$ cat src/rtl/regfile_write_queue.sv
// regfile_write_queue
// Buffers register-file writebacks in a small circular FIFO so producers do
// not stall while the single register-file write port is busy. The head
// entry drives the write port whenever DrainEn allows it, and the Pending
// outputs tell decode that a queued write still targets a register it reads.
// Register 0 is hardwired to zero, so requests aimed at it are acknowledged
// and dropped instead of occupying a slot.

module regfile_write_queue #(
  parameter int DEPTH = 4
) (
  input  logic                     Clk,
  input  logic                     ResetN,
  input  logic                     InValid,
  output logic                     InReady,
  input  logic [4:0]               InReg,
  input  logic [31:0]              InData,
  input  logic                     DrainEn,
  output logic                     RegWrite,
  output logic [4:0]               WriteRegister,
  output logic [31:0]              WriteData,
  input  logic [4:0]               ReadRegister1,
  input  logic [4:0]               ReadRegister2,
  output logic                     Pending1,
  output logic                     Pending2,
  output logic [$clog2(DEPTH):0]   Count,
  output logic                     Full,
  output logic                     Empty
);

  localparam int PtrW = $clog2(DEPTH);
  localparam int CntW = PtrW + 1;
  localparam logic [CntW-1:0] DepthCount = CntW'(DEPTH);

  logic [4:0]      regMem  [DEPTH];
  logic [31:0]     dataMem [DEPTH];

  logic [PtrW-1:0] headPtr;
  logic [PtrW-1:0] tailPtr;
  logic [CntW-1:0] occupancy;

  logic            isFull;
  logic            isEmpty;
  logic            pushEn;
  logic            popEn;

  logic [PtrW-1:0] slotOffset;
  logic [DEPTH-1:0] occupied;
  logic [DEPTH-1:0] hit1;
  logic [DEPTH-1:0] hit2;

  // Occupancy flags and the push/pop handshakes; a full queue refuses new
  // requests even if the head drains this cycle, which keeps InReady free of
  // any combinational path from DrainEn.
  always_comb begin
    isFull   = (occupancy == DepthCount);
    isEmpty  = (occupancy == '0);
    InReady  = ~isFull;
    RegWrite = DrainEn & ~isEmpty;
    pushEn   = InValid & ~isFull & (InReg != 5'd0);
    popEn    = DrainEn & ~isEmpty;
    Full     = isFull;
    Empty    = isEmpty;
    Count    = occupancy;
  end

  // Head entry goes straight to the write port; zeros when nothing is queued
  // so the register file never sees stale data on an idle cycle.
  always_comb begin
    WriteRegister = 5'd0;
    WriteData     = 32'd0;
    if (!isEmpty) begin
      WriteRegister = regMem[headPtr];
      WriteData     = dataMem[headPtr];
    end
  end

  // Mark which slots currently hold live entries: a slot is live when its
  // distance from the head (modulo DEPTH) is below the occupancy.
  always_comb begin
    slotOffset = '0;
    occupied   = '0;
    for (int i = 0; i < DEPTH; i++) begin
      slotOffset  = PtrW'(i) - headPtr;
      occupied[i] = ({1'b0, slotOffset} < occupancy);
    end
  end

  // Hazard lookup against every live entry, including the one draining this
  // cycle; register 0 never reports a pending write.
  always_comb begin
    hit1 = '0;
    hit2 = '0;
    for (int i = 0; i < DEPTH; i++) begin
      hit1[i] = occupied[i] & (regMem[i] == ReadRegister1);
      hit2[i] = occupied[i] & (regMem[i] == ReadRegister2);
    end
    Pending1 = (ReadRegister1 != 5'd0) & (|hit1);
    Pending2 = (ReadRegister2 != 5'd0) & (|hit2);
  end

  // Entry storage is not reset; the pointers and occupancy decide validity.
  always_ff @(posedge Clk) begin
    if (pushEn) begin
      regMem[tailPtr]  <= InReg;
      dataMem[tailPtr] <= InData;
    end
  end

  // Pointer and occupancy bookkeeping; power-of-two depth lets the pointers
  // wrap naturally by overflow.
  always_ff @(posedge Clk or negedge ResetN) begin
    if (!ResetN) begin
      headPtr   <= '0;
      tailPtr   <= '0;
      occupancy <= '0;
    end else begin
      if (pushEn) begin
        tailPtr <= tailPtr + 1'b1;
      end
      if (popEn) begin
        headPtr <= headPtr + 1'b1;
      end
      case ({pushEn, popEn})
        2'b10:   occupancy <= occupancy + 1'b1;
        2'b01:   occupancy <= occupancy - 1'b1;
        default: occupancy <= occupancy;
      endcase
    end
  end

endmodule

$ cat config.mk
export PLATFORM = sky130hd
export DESIGN_NAME = regfile_write_queue
export DESIGN_NICKNAME = d
export VERILOG_FILES = /design/src/rtl/regfile_write_queue.sv
export SDC_FILE = /design/constraint.sdc
export NUM_CORES = 1
export LEC_CHECK = 0
export ABC_AREA = 1
export CELL_PAD_IN_SITES_DETAIL_PLACEMENT = 0
export CELL_PAD_IN_SITES_GLOBAL_PLACEMENT = 1
export CORE_UTILIZATION = 35
export CTS_CLUSTER_DIAMETER = 50
export DETAILED_ROUTE_END_ITERATION = 12
export PLACE_DENSITY_LB_ADDON = 0.05
export SLEW_MARGIN = 20
export SYNTH_ARGS = -nofsm -noshare
export SYNTH_HDL_FRONTEND = slang
export SYNTH_SLANG_ARGS = --single-unit
$ cat constraint.sdc
create_clock -name Clk -period 3.1 [get_ports Clk]
set_clock_uncertainty 0.05 [all_clocks]
set_input_delay 0.775 -clock Clk [delete_from_list [all_inputs] [get_ports Clk]]
set_output_delay 0.775 -clock Clk [all_outputs]
set_load 0.01 [all_outputs]
==> results of run 1 <==
worst paths after layout:
kind,start,end,slack [ns],cells past startpoint
setup / recovery,headPtr[0],WriteData[23],0.02,5
hold / removal,tailPtr[1],tailPtr[1],0.57,2
setup reg to reg,Count[2],dataMem[3][6],0.83,7
hold reg to reg,tailPtr[1],tailPtr[1],0.57,2
max in group asynchronous,ResetN,headPtr[0],2.08,1
min in group asynchronous,ResetN,Count[2],0.59,1
final cells by class:
type | count | area (sq um) | area share, %
clock buffer | 20 | 437 | 4.77
multi-input combinational | 339 | 2040 | 22.3
timing repair buffer | 135 | 1490 | 16.3
tap | 265 | 332 | 3.62
sequential | 155 | 4620 | 50.5
inverter | 30 | 118 | 1.29
clock inverter | 12 | 115 | 1.26
metal layers:
metal | GRT usage (%) | part of all wire, %
met1 | 23.6 | 46
met2 | 31.2 | 48
met3 | 3.96 | 4.1
met4 | 6.56 | 1.7
met5 | 0 | 0
tightest hold or removal path: cells and delay by family (launching register included):
kind	cells	cell delay [ns]
flops	1	0.40
buf+inv	1	0.11
compound gates	1	0.07
cells by family (layout without fill, tap and decap cells):
| kind of cell | count (synthesis) | in the layout |
|---|---|---|
| compound gates | 46 | 46 |
| fa+ha+maj | 10 | 10 |
| xor+xnor | 34 | 34 |
| buf+inv | 74 | 197 |
| flops | 155 | 155 |
| simple gates | 249 | 249 |
Yosys cell counts:
| cell | instances | share of area (%) |
|---|---|---|
| buf_2 | 28 | 2.0 |
| fa_1 | 1 | 0.29 |
| a31oi_1 | 3 | 0.27 |
| nor2_1 | 33 | 1.8 |
| o21ai_0 | 2 | 0.14 |
| clkbuf_2 | 4 | 0.29 |
| inv_1 | 27 | 1.5 |
| inv_2 | 3 | 0.16 |
| nor2_2 | 1 | 0.090 |
| a21oi_1 | 4 | 0.29 |
| xnor2_1 | 15 | 1.9 |
| buf_6 | 3 | 0.49 |
| nor3_2 | 1 | 0.14 |
| o21ai_1 | 1 | 0.072 |
| nor3_4 | 1 | 0.23 |
| a41oi_1 | 35 | 4.4 |
| xor2_1 | 19 | 2.4 |
| nor4_1 | 1 | 0.090 |
| o22ai_1 | 1 | 0.090 |
| ha_1 | 9 | 1.6 |
| edfxtp_1 | 148 | 64 |
| nand4_1 | 3 | 0.27 |
| nand2_1 | 58 | 3.1 |
| buf_4 | 3 | 0.32 |
| nor3_1 | 2 | 0.14 |
| dfrtp_1 | 7 | 2.5 |
| clkbuf_1 | 6 | 0.32 |
| nand3_1 | 148 | 11 |
| nand3_4 | 1 | 0.25 |
placed cells by master, fill, tap and decap left out, types with 19 or more instances in the layout:
cell             count
a41oi_1             32
nor2_1              28
nand3_1            148
clkbuf_16           19
inv_1               26
clkdlybuf4s50_1     78
nand2_1             55
edfxtp_1           148
xor2_1              19
buf_4               24
state kept, by name, summed over array words and instances (netlist names):
name and count:
tailPtr 2, Count 3, dataMem 128, headPtr 2, regMem 20
per-stage QoR:
stage / util (%) / setup TNS (ns) / cell area (sq um)
CTS: 46.5 / -0.0337 / 9050
global route: 47.0 / -1.13 / 9150
finish: 47.0 / 0 / 9150
global placement: 43.0 / -1.54 / 8370
floorplan: - / 0 / 6940
detailed placement: 43.0 / -1.77 / 8370
report_power, final:
part	internal [mW]	leakage (nW)	total [mW]	switching [mW]
Clock	1.11	0.263	1.92	0.812
Combinational	1.80	1.60	4.14	2.34
Sequential	2.76	1.43	2.94	0.177
what timing repair did:
action	4_1_cts	5_1_grt
pin swaps	0	2
gates cloned	2	2
endpoints found under the hold margin	0	0
resized for setup	22	20
setup buffers	1	0
setup endpoints to repair	31	36
==> qor.yml, run 1 <==
grt:
  grt_max_degree: 44
  grt_pass1_vias: 4872
  antenna_found_initial: 0
  overflow: 0
  grt_usage_pct: 18.6
  grt_pass1_wl_mm: 27.5
worst_setup_path:
  cp-end-kind: "primary output"
  path_class: "reg2out"
  path_cells: "inv_4 -> bufbuf_16 -> nand3_1 -> a41oi_1 -> clkdlybuf4s50_1"
  arrival_ns: 2.26
  critPathRequiredTime_ns: 2.27
  cp_slowest_stage_delay_ns: 0.56
  crit_family: "buffers and inverters"
  path_max_fanout: 37
  startpoint_type: "register"
  crit_slowest_cell: "clkdlybuf4s50_1"
  critPathBufInv: 3
synthesis:
  synth_compound_area_share_pct: 5.29
  synthAdderAreaFrac_pct: 1.91
  yosys.area_share.simple_pct: 16.8
  syn-num-nets: 629
  synth.cell_area_sq_mm: 0.00694
  synth_seq_area_share_pct: 66.6
  synth_top_family_by_area: "simple AND/OR/NAND/NOR gates"
  yosys.area_share.xor_xnor_pct: 4.29
  ys_types: 29
  synth_seq_cells: 155
  synth_warnings: 0
  postSynthAreaPerCell_sq_um: 12.2
  synth_cells: 568
  muxShareOfSynthArea_pct: 0
finish:
  diodes: 0
  instances_no_fill: 956
  layout-drive-gt1-share_pct: 13.0
  syn2layout_area_growth_pct: 31.9
  fin_nets: 739
  fill_cells: 1788
timing:
  worst_slack_ns: 0.0187
  rsz0062_at_grt: "yes"
  max_freq_ghz: 0.325
  hold_viol: 0
  slew_headroom_pct: 52.4
  worst_slew_pin_slew_ns: 0.712
  period_minus_slack_ns: 3.08
  finalCritPeriodShare_pct: 99.4
  fin_worst_hold_slack_ns: 0.572
  drv_slew: 0
  setup_violations: 0
detailed_routing:
  wire_per_inst_microns: 19.2
  viasPerCell: 5.11
  ant_nets: 0
  drc: 0
  drt_wl_total_mm: 18.3
  via_count: 4883
  dr.pass1.iters: 4
  first_iter_violations: 243
power:
  powerDensity_mw_per_mm2: 983
  p_leak_nw: 3.30
  p_total_mw: 9.00
  vdd_drop_max_v: 0.000557
placed_design:
  preCtsSetupSlack_ns: -0.322
  dpl.cell_count: 919
  place_congestion: 0.871
  place_hpwl_mm: 10.4
  io_buffers: 96
clock_network:
  h-tree-depth: 4
  clkSinkCount: 155
  clkTransAtPathRegs_ns: 0.06
  insertion_delay_ns: 0.42
  cts_tree: "done"
  cts_root_buffer: "clkbuf_16"
  cts_inserted_buffers: 17
  clockBufferDepth: 2
  postCtsHoldBufs: 0
die:
  coreArea_sq_mm: 0.0195
  die_y_microns: 143
  die-area_sq_mm: 0.0204
  pin_count: 97
  die_w_microns: 143
  initial_core_util_pct: 35.6
  num_rows: 51
run_status:
  status: "finished, final reports clean"
flow_run:
  cap_violations: 0
min_path:
  hold_class: "reg2reg"
(Power assumes the default switching activity.)
==> run 2: changes to the inputs <==
--- a/config.mk
+++ b/config.mk
@@ -6,6 +6,7 @@
 export NUM_CORES = 1
 export LEC_CHECK = 0
 export ABC_AREA = 1
+export ABC_CLOCK_PERIOD_IN_PS = 3100
 export CELL_PAD_IN_SITES_DETAIL_PLACEMENT = 0
 export CELL_PAD_IN_SITES_GLOBAL_PLACEMENT = 1
 export CORE_UTILIZATION = 35
==> results of run 2 <==
Same layout as run 1: the final DEF is identical, and so are final timing and power.
